[config.mk]
export PLATFORM = sky130hd
export DESIGN_NAME = recog_match_scheduler_flat
export DESIGN_NICKNAME = d
export VERILOG_FILES = /design/src/rtl/recog_match_scheduler_pkg.sv /design/src/rtl/recog_match_scheduler_if.sv /design/src/rtl/recog_frame_buf.sv /design/src/rtl/recog_match_scheduler.sv /design/src/flat_wrapper.sv
export SDC_FILE = /design/constraint.sdc
export NUM_CORES = 2
export LEC_CHECK = 0
export CORE_MARGIN = 4
export CORE_UTILIZATION = 25
export CTS_CLUSTER_DIAMETER = 40
export DETAILED_ROUTE_END_ITERATION = 12
export SLEW_MARGIN = 20
export SYNTH_ARGS = -nofsm -noshare
export SYNTH_HDL_FRONTEND = slang
export SYNTH_SLANG_ARGS = --single-unit
[constraint.sdc]
create_clock -name sys_clk -period 5.5 [get_ports sys_clk]
set_input_delay 1.65 -clock sys_clk [delete_from_list [all_inputs] [get_ports sys_clk]]
set_output_delay 1.65 -clock sys_clk [all_outputs]
set_load 0.02 [all_outputs]
[src/rtl/recog_match_scheduler_pkg.sv]
// rtl/recog_match_scheduler_pkg.sv - shared widths, FSM state codes and distance constants
package recog_match_scheduler_pkg;

  localparam int FEAT_W = 16;
  localparam int DIST_W = 32;
  localparam int TPL_W  = 4;

  localparam logic [DIST_W-1:0] DIST_MAX = '1;

  typedef logic [2:0] state_t;

  localparam state_t ST_IDLE   = 3'd0;
  localparam state_t ST_FILL   = 3'd1;
  localparam state_t ST_START  = 3'd2;
  localparam state_t ST_STREAM = 3'd3;
  localparam state_t ST_WAIT   = 3'd4;
  localparam state_t ST_DECIDE = 3'd5;

endpackage

[src/rtl/recog_match_scheduler_if.sv]
// rtl/recog_match_scheduler_if.sv - feature input and template-engine handshake bundle
interface recog_match_scheduler_if;
  import recog_match_scheduler_pkg::*;

  logic signed [FEAT_W-1:0] feature_in;
  logic                     feature_in_en;
  logic                     feature_in_ready;
  logic                     eng_start;
  logic [TPL_W-1:0]         eng_tpl_sel;
  logic signed [FEAT_W-1:0] eng_feature;
  logic                     eng_feature_en;
  logic [DIST_W-1:0]        eng_dist;
  logic                     eng_dist_v;

  modport master (
    input  feature_in, feature_in_en, eng_dist, eng_dist_v,
    output feature_in_ready, eng_start, eng_tpl_sel, eng_feature, eng_feature_en
  );

  modport slave (
    output feature_in, feature_in_en, eng_dist, eng_dist_v,
    input  feature_in_ready, eng_start, eng_tpl_sel, eng_feature, eng_feature_en
  );

endinterface

[src/rtl/recog_frame_buf.sv]
// rtl/recog_frame_buf.sv - one-frame feature store, simple dual port with registered read
module recog_frame_buf #(
  parameter int DEPTH = 192,
  parameter int WIDTH = 16,
  parameter int AW    = (DEPTH > 1) ? $clog2(DEPTH) : 1
) (
  input  logic                    clk,
  input  logic                    wr_en,
  input  logic [AW-1:0]           wr_addr,
  input  logic signed [WIDTH-1:0] wr_data,
  input  logic [AW-1:0]           rd_addr,
  output logic signed [WIDTH-1:0] rd_data
);

  // No reset on the array or read register so the store maps onto block RAM.
  logic signed [WIDTH-1:0] mem [DEPTH];

  always_ff @(posedge clk) begin
    if (wr_en) mem[wr_addr] <= wr_data;
    rd_data <= mem[rd_addr];
  end

endmodule

[src/rtl/recog_match_scheduler.sv]
// rtl/recog_match_scheduler.sv - replays one feature frame per template and picks the nearest class
module recog_match_scheduler
  import recog_match_scheduler_pkg::*;
#(
  parameter int Dlength = 192,
  parameter int NUM_TPL = 10,
  parameter int TIMEOUT = 4096
) (
  input  logic                    sys_clk,
  input  logic                    sys_rst,
  recog_match_scheduler_if.master bus,
  input  logic [DIST_W-1:0]       reject_thr,
  output logic [TPL_W-1:0]        compare_result,
  output logic                    compare_result_v,
  output logic                    reject,
  output logic                    overrun,
  output logic                    timeout_err
);

  localparam int AW = (Dlength > 1) ? $clog2(Dlength) : 1;
  localparam int WW = $clog2(TIMEOUT + 1);
  localparam logic [AW-1:0]    LAST_ADDR = AW'(Dlength - 1);
  localparam logic [TPL_W-1:0] LAST_TPL  = TPL_W'(NUM_TPL - 1);
  localparam logic [WW-1:0]    LAST_WAIT = WW'(TIMEOUT - 1);

  state_t                   state;
  logic [AW-1:0]            wr_ptr, rd_ptr, rd_addr;
  logic [TPL_W-1:0]         tpl, min_idx, result_hold;
  logic [WW-1:0]            wait_cnt;
  logic [DIST_W-1:0]        min_dist, thr_latched, cur_dist;
  logic signed [FEAT_W-1:0] rd_data;
  logic                     wr_en, timed_out, dist_done;

  assign bus.feature_in_ready = (state == ST_IDLE) || (state == ST_FILL);
  assign wr_en     = bus.feature_in_ready && bus.feature_in_en;

  // Read runs one word ahead of rd_ptr; START issues address 0 so STREAM has no bubble.
  assign rd_addr   = (state == ST_STREAM && rd_ptr != LAST_ADDR) ? rd_ptr + 1'b1 : '0;

  assign timed_out = (state == ST_WAIT) && !bus.eng_dist_v && (wait_cnt == LAST_WAIT);
  assign dist_done = (state == ST_WAIT) && (bus.eng_dist_v || timed_out);
  assign cur_dist  = bus.eng_dist_v ? bus.eng_dist : DIST_MAX;

  assign bus.eng_start      = (state == ST_START);
  assign bus.eng_tpl_sel    = tpl;
  assign bus.eng_feature_en = (state == ST_STREAM);
  assign bus.eng_feature    = bus.eng_feature_en ? rd_data : '0;

  assign compare_result_v = (state == ST_DECIDE);
  assign compare_result   = compare_result_v ? min_idx : result_hold;
  assign reject           = compare_result_v && (min_dist > thr_latched);

  recog_frame_buf #(.DEPTH(Dlength), .WIDTH(FEAT_W), .AW(AW)) u_frame_buf (
    .clk     (sys_clk),
    .wr_en   (wr_en),
    .wr_addr (wr_ptr),
    .wr_data (bus.feature_in),
    .rd_addr (rd_addr),
    .rd_data (rd_data)
  );

  always_ff @(posedge sys_clk) begin
    if (sys_rst) begin
      state       <= ST_IDLE;
      wr_ptr      <= '0;
      rd_ptr      <= '0;
      tpl         <= '0;
      wait_cnt    <= '0;
      min_dist    <= '0;
      min_idx     <= '0;
      result_hold <= '0;
      thr_latched <= '0;
      overrun     <= 1'b0;
      timeout_err <= 1'b0;
    end else begin
      if (bus.feature_in_en && !bus.feature_in_ready) overrun <= 1'b1;
      if (timed_out) timeout_err <= 1'b1;

      case (state)
        ST_IDLE, ST_FILL: begin
          if (wr_en) begin
            if (wr_ptr == LAST_ADDR) begin
              wr_ptr      <= '0;
              tpl         <= '0;
              thr_latched <= reject_thr;
              state       <= ST_START;
            end else begin
              wr_ptr <= wr_ptr + 1'b1;
              state  <= ST_FILL;
            end
          end
        end
        ST_START: begin
          rd_ptr <= '0;
          state  <= ST_STREAM;
        end
        ST_STREAM: begin
          if (rd_ptr == LAST_ADDR) begin
            wait_cnt <= '0;
            state    <= ST_WAIT;
          end else begin
            rd_ptr <= rd_ptr + 1'b1;
          end
        end
        ST_WAIT: begin
          if (dist_done) begin
            // Strict less-than keeps the lowest template index on ties.
            if (tpl == '0 || cur_dist < min_dist) begin
              min_dist <= cur_dist;
              min_idx  <= tpl;
            end
            if (tpl == LAST_TPL) begin
              state <= ST_DECIDE;
            end else begin
              tpl   <= tpl + 1'b1;
              state <= ST_START;
            end
          end else begin
            wait_cnt <= wait_cnt + 1'b1;
          end
        end
        ST_DECIDE: begin
          result_hold <= min_idx;
          state       <= ST_IDLE;
        end
        default: state <= ST_IDLE;
      endcase
    end
  end

endmodule

[src/flat_wrapper.sv]
// flat-port wrapper written by rule: the top's interface ports become plain ports
module recog_match_scheduler_flat import recog_match_scheduler_pkg::*;
#(
  parameter int Dlength = 192,
  parameter int NUM_TPL = 10,
  parameter int TIMEOUT = 4096
)
  (sys_clk, sys_rst, reject_thr, compare_result, compare_result_v, reject, overrun, timeout_err, bus_feature_in, bus_feature_in_en, bus_eng_dist, bus_eng_dist_v, bus_feature_in_ready, bus_eng_start, bus_eng_tpl_sel, bus_eng_feature, bus_eng_feature_en);
  recog_match_scheduler_if bus_i ();
  input  logic sys_clk;
  input  logic sys_rst;
  input  logic [DIST_W-1:0] reject_thr;
  output logic [TPL_W-1:0] compare_result;
  output logic compare_result_v;
  output logic reject;
  output logic overrun;
  output logic timeout_err;
  input wire logic [$bits(bus_i.feature_in)-1:0] bus_feature_in;
  input wire logic [$bits(bus_i.feature_in_en)-1:0] bus_feature_in_en;
  input wire logic [$bits(bus_i.eng_dist)-1:0] bus_eng_dist;
  input wire logic [$bits(bus_i.eng_dist_v)-1:0] bus_eng_dist_v;
  output wire logic [$bits(bus_i.feature_in_ready)-1:0] bus_feature_in_ready;
  output wire logic [$bits(bus_i.eng_start)-1:0] bus_eng_start;
  output wire logic [$bits(bus_i.eng_tpl_sel)-1:0] bus_eng_tpl_sel;
  output wire logic [$bits(bus_i.eng_feature)-1:0] bus_eng_feature;
  output wire logic [$bits(bus_i.eng_feature_en)-1:0] bus_eng_feature_en;
  assign bus_i.feature_in = bus_feature_in;
  assign bus_i.feature_in_en = bus_feature_in_en;
  assign bus_i.eng_dist = bus_eng_dist;
  assign bus_i.eng_dist_v = bus_eng_dist_v;
  assign bus_feature_in_ready = bus_i.feature_in_ready;
  assign bus_eng_start = bus_i.eng_start;
  assign bus_eng_tpl_sel = bus_i.eng_tpl_sel;
  assign bus_eng_feature = bus_i.eng_feature;
  assign bus_eng_feature_en = bus_i.eng_feature_en;
  recog_match_scheduler #(.Dlength(Dlength), .NUM_TPL(NUM_TPL), .TIMEOUT(TIMEOUT)) u_core (.sys_clk(sys_clk), .sys_rst(sys_rst), .bus(bus_i), .reject_thr(reject_thr), .compare_result(compare_result), .compare_result_v(compare_result_v), .reject(reject), .overrun(overrun), .timeout_err(timeout_err));
endmodule
==> run summary <==
Timing
* **setup repair after global routing missed its margin** false
* **Peak Freq** 0.190 GHz
* **transition time at the pin with the least slew margin** 1.21 ns
* **Sum Neg Setup Slack** 0 ns
* **post-route clock period utilization** 95.6%
* **Layout Skew** 0.0976 ns
* **min cycle time layout** 5.26 ns
* **Relative slew margins** 19.3%
* **max-slew violation count** 0
* **final setup violating endpoints** 0
* **count of final hold-check violations** 0

Clock tree
* **Clock Pin Slew Worst Setup and Hold Paths** 0.05 ns
* **clock tree from TritonCTS** built
* **# Post-CTS Setup Buffers** 0
* **CTS Hold Buffers Added** 0
* **clock sinks** 3198
* **clock buffer count from CTS** 420
* **clk_lat worst skew** 0.99 ns
* **post-CTS sizing** 0
* **H-tree depth reported by CTS** 5
* **clock tree root buffer cell** sky130_fd_sc_hd__clkbuf_16
* **maximum number of buffers from clock root to sink** 4

Global routing
* **grt ovf** 0
* **number of global-route vias before repair** 77614
* **global routing usage summed across all routing layers** 15.0%
* **antenna violations before repair** 36
* **global-route wire length before repair** 579000 um
* **maximum number of pins on one net before global-route repair** 122

Drt
* **via count** 81786
* **number of DRC violations after detailed-routing iteration 0** 11409
* **Avg WL per Cell** 24.7 um
* **final wirelength** 407000 um
* **remaining antenna violation count after routing** 0
* **via density per instance** 4.95
* **Post-route DRC** 0
* **router iterations before antenna repair** 6

Floorplan
* **die boundary width** 721 um
* **number of placed I/O pins** 115
* **core area** 0.506 sq mm
* **placement row count** 261
* **Die Height** 721 um
* **Die ar.** 0.520 sq mm
* **starting density of the core** 25.1%

Synth
* **ranking of synthesized cells by area** sky130_fd_sc_hd__edfxtp_1, sky130_fd_sc_hd__nand2_1, sky130_fd_sc_hd__mux2i_1
* **total nets after synthesis** 9047
* **average cell area after synthesis** 14.3 sq um
* **Cells after Synth** 8891
* **sequential element share of the synthesized area** 74.5%
* **Netlist Area Pre-Place** 0.127 sq mm
* **Main synth FF type** sky130_fd_sc_hd__edfxtp_1
* **fraction of registers with async set or reset after synthesis** 0%
* **#FFs+latches synth** 3198
* **Yosys warnings** 0
* **number of enable flip-flop cells after synthesis** 3072
* **unique cell type count in the Yosys netlist** 86
* **library cell with the largest summed area after synthesis** sky130_fd_sc_hd__edfxtp_1
* **fraction of post-synthesis cell area in the top cell type by area** 72.5%

Worst hold path
* **Tightest Hold Check Type** reg2reg

Finish
* **fill count** 50014
* **Syn-to-layout area delta** 21.3%
* **number of nets in the layout** 9584
* **FF/Latch Area** 0.0948 sq mm
* **core occupancy in the finished layout** 30.5%
* **layout cells sized above 1** 15.3%
* **area taken by multi-input logic gates** 0.0295 sq mm

Power and ir drop
* **power per cell area** 365 mW/mm^2
* **cell leakage power** 51.8 nW
* **Worst VDD drop** 0.000288 V

Worst setup path
* **CP Max Fanout** 2
* **CP startpoint kind** flop
* **Crit. End Element** primary output
* **Crit path arrival time** 3.61 ns
* **required time of the critical path** 3.85 ns
* **classification of the worst setup path** reg2out

Placed design
* **DPL Wire Length** 247000 um
* **final weighted congestion in routability-driven placement** 0.874
* **port bufs** 114

Run
* **Max Cap Viol** 0

Status
* **run status** completed

## logic make-up (layout without fill, tap and decap cells)
family	count (synthesis)	count (layout)	share of synthesized area (%)
multiplexers	587	587	4.90
adder cells (fa/ha/maj)	72	72	0.708
AO/OA/AOI/OAI	1590	1590	7.86
flip-flops	3198	3198	74.5
AND/OR/NAND/NOR	2737	2737	9.26
XOR/XNOR	18	18	0.139
other	0	11	0
buffers and inverters	689	1589	2.63
## layout make-up
cell class | count | area share, %
Tap cell | 6706 | 5.44
Sequential cell | 3198 | 61.4
Inverter | 111 | 0.274
Clock inverter | 327 | 2.57
Clock buffer | 458 | 6.94
Multi-Input combinational cell | 5004 | 19.1
Timing Repair Buffer | 693 | 4.25
Antenna cell | 11 | 0.0178
## worst max-delay path, cell delays in order (launching register included)
cell and delay [ns]:
sky130_fd_sc_hd__dfxtp_1 0.32, sky130_fd_sc_hd__inv_1 0.05, sky130_fd_sc_hd__ha_1 0.30, sky130_fd_sc_hd__nand4_1 0.10, sky130_fd_sc_hd__nor2_1 0.14, sky130_fd_sc_hd__nand3_1 0.13
sky130_fd_sc_hd__nor3_1 0.47, sky130_fd_sc_hd__o221ai_1 0.22, sky130_fd_sc_hd__a21oi_1 0.27, sky130_fd_sc_hd__clkdlybuf4s50_1 0.66
## sequential cells by signal (all words and copies together) (netlist names), 3 cells and up
name                        count
u_core.u_frame_buf.mem       3072
u_core.min_dist                32
u_core.thr_latched             32
u_core.u_frame_buf.rd_data     16
u_core.wait_cnt                13
u_core.rd_ptr                   8
u_core.wr_ptr                   8
u_core.bus.eng_tpl_sel          4
u_core.min_idx                  4
u_core.result_hold              4
u_core.state                    3
## path summary, 6_finish.rpt
| path | slack, ns | from | end | cells past startpoint |
|---|---|---|---|---|
| worst max-delay path | 0.24 | u_core.thr_latched[26] | reject | 9 |
| worst min-delay path | 0.45 | u_core.thr_latched[22] | u_core.thr_latched[22] | 2 |
| worst max register to register | 0.51 | u_core.rd_ptr[2] | u_core.u_frame_buf.rd_data[2] | 10 |
| worst min register to register | 0.45 | u_core.thr_latched[22] | u_core.thr_latched[22] | 2 |
## synthesized netlist by cell type, types with 29 or more instances
master and count:
sky130_fd_sc_hd__nand3_1 191, sky130_fd_sc_hd__nand4_1 72, sky130_fd_sc_hd__ha_1 72, sky130_fd_sc_hd__mux2i_1 519, sky130_fd_sc_hd__buf_4 70, sky130_fd_sc_hd__nor2_1 398
sky130_fd_sc_hd__mux2_2 44, sky130_fd_sc_hd__a21oi_1 705, sky130_fd_sc_hd__nand2_1 1629, sky130_fd_sc_hd__o21ai_0 136, sky130_fd_sc_hd__buf_6 29, sky130_fd_sc_hd__edfxtp_1 3072
sky130_fd_sc_hd__clkbuf_1 206, sky130_fd_sc_hd__or3_1 30, sky130_fd_sc_hd__o221ai_1 106, sky130_fd_sc_hd__nor3_1 124, sky130_fd_sc_hd__buf_2 211, sky130_fd_sc_hd__a211oi_1 54
sky130_fd_sc_hd__o22ai_1 205, sky130_fd_sc_hd__a31oi_1 57, sky130_fd_sc_hd__inv_1 110, sky130_fd_sc_hd__nor4_1 182, sky130_fd_sc_hd__buf_1 61, sky130_fd_sc_hd__dfxtp_1 126
sky130_fd_sc_hd__a221oi_1 29, sky130_fd_sc_hd__a32oi_1 75, sky130_fd_sc_hd__a311oi_1 47
## layout by cell type, fill, tap and decap left out, types with 33 or more instances in the layout
cell                                 n
sky130_fd_sc_hd__a21oi_1           703
sky130_fd_sc_hd__a31oi_1            56
sky130_fd_sc_hd__clkinv_2           66
sky130_fd_sc_hd__a311oi_1           47
sky130_fd_sc_hd__clkdlybuf4s50_1    96
sky130_fd_sc_hd__nand3_1           190
sky130_fd_sc_hd__clkbuf_16         421
sky130_fd_sc_hd__nand2_1          1621
sky130_fd_sc_hd__clkinvlp_4         55
sky130_fd_sc_hd__inv_1             107
sky130_fd_sc_hd__clkinv_4           35
sky130_fd_sc_hd__o221ai_1          106
sky130_fd_sc_hd__a211oi_1           54
sky130_fd_sc_hd__clkinv_1           47
sky130_fd_sc_hd__buf_12             81
sky130_fd_sc_hd__bufinv_16          63
sky130_fd_sc_hd__nand4_1            72
sky130_fd_sc_hd__edfxtp_1         3072
sky130_fd_sc_hd__nor3_1            123
sky130_fd_sc_hd__nor2_1            339
sky130_fd_sc_hd__buf_4             497
sky130_fd_sc_hd__dfxtp_1           125
sky130_fd_sc_hd__o22ai_1           205
sky130_fd_sc_hd__clkbuf_1           33
sky130_fd_sc_hd__o21ai_0           134
sky130_fd_sc_hd__ha_1               71
sky130_fd_sc_hd__mux2i_1           519
sky130_fd_sc_hd__mux2_2             43
sky130_fd_sc_hd__inv_6              37
sky130_fd_sc_hd__a32oi_1            75
sky130_fd_sc_hd__nor4_1            178
sky130_fd_sc_hd__nor2_2             56
## through the flow
step	instances	setup WS [ns]	power [W]	instance area, sq um	hold WS (ns)
floorplan	8891	0.946	0.0277	127000	0.436
global placement	15710	0.447	0.0286	140000	0.443
detailed placement	15710	0.491	0.0286	140000	0.449
CTS	16495	0.0962	0.0566	154000	0.456
global route	16503	0.0350	0.0578	154000	0.469
finish	16508	0.243	0.0564	154000	0.454
## layer usage
| metal | global-route usage (%) | wire length, um | vias up |
|---|---|---|---|
| li1 | - | - | 35063 |
| met1 | 20.6 | 164000 | 41321 |
| met5 | 0 | 166 | - |
| met4 | 5.78 | 16300 | 24 |
| met2 | 23.3 | 184000 | 4602 |
| met3 | 3.08 | 42800 | 776 |
## power by group
part | internal, W | switching, W | leakage [nW] | total, W
clock network | 0.0172 | 0.0110 | 7.02 | 0.0283
registers | 0.0267 | 0.0000677 | 28.6 | 0.0268
logic | 0.000336 | 0.000953 | 16.2 | 0.00129
total | 0.0443 | 0.0121 | 51.8 | 0.0564
Power figures use the tool's default switching activity.
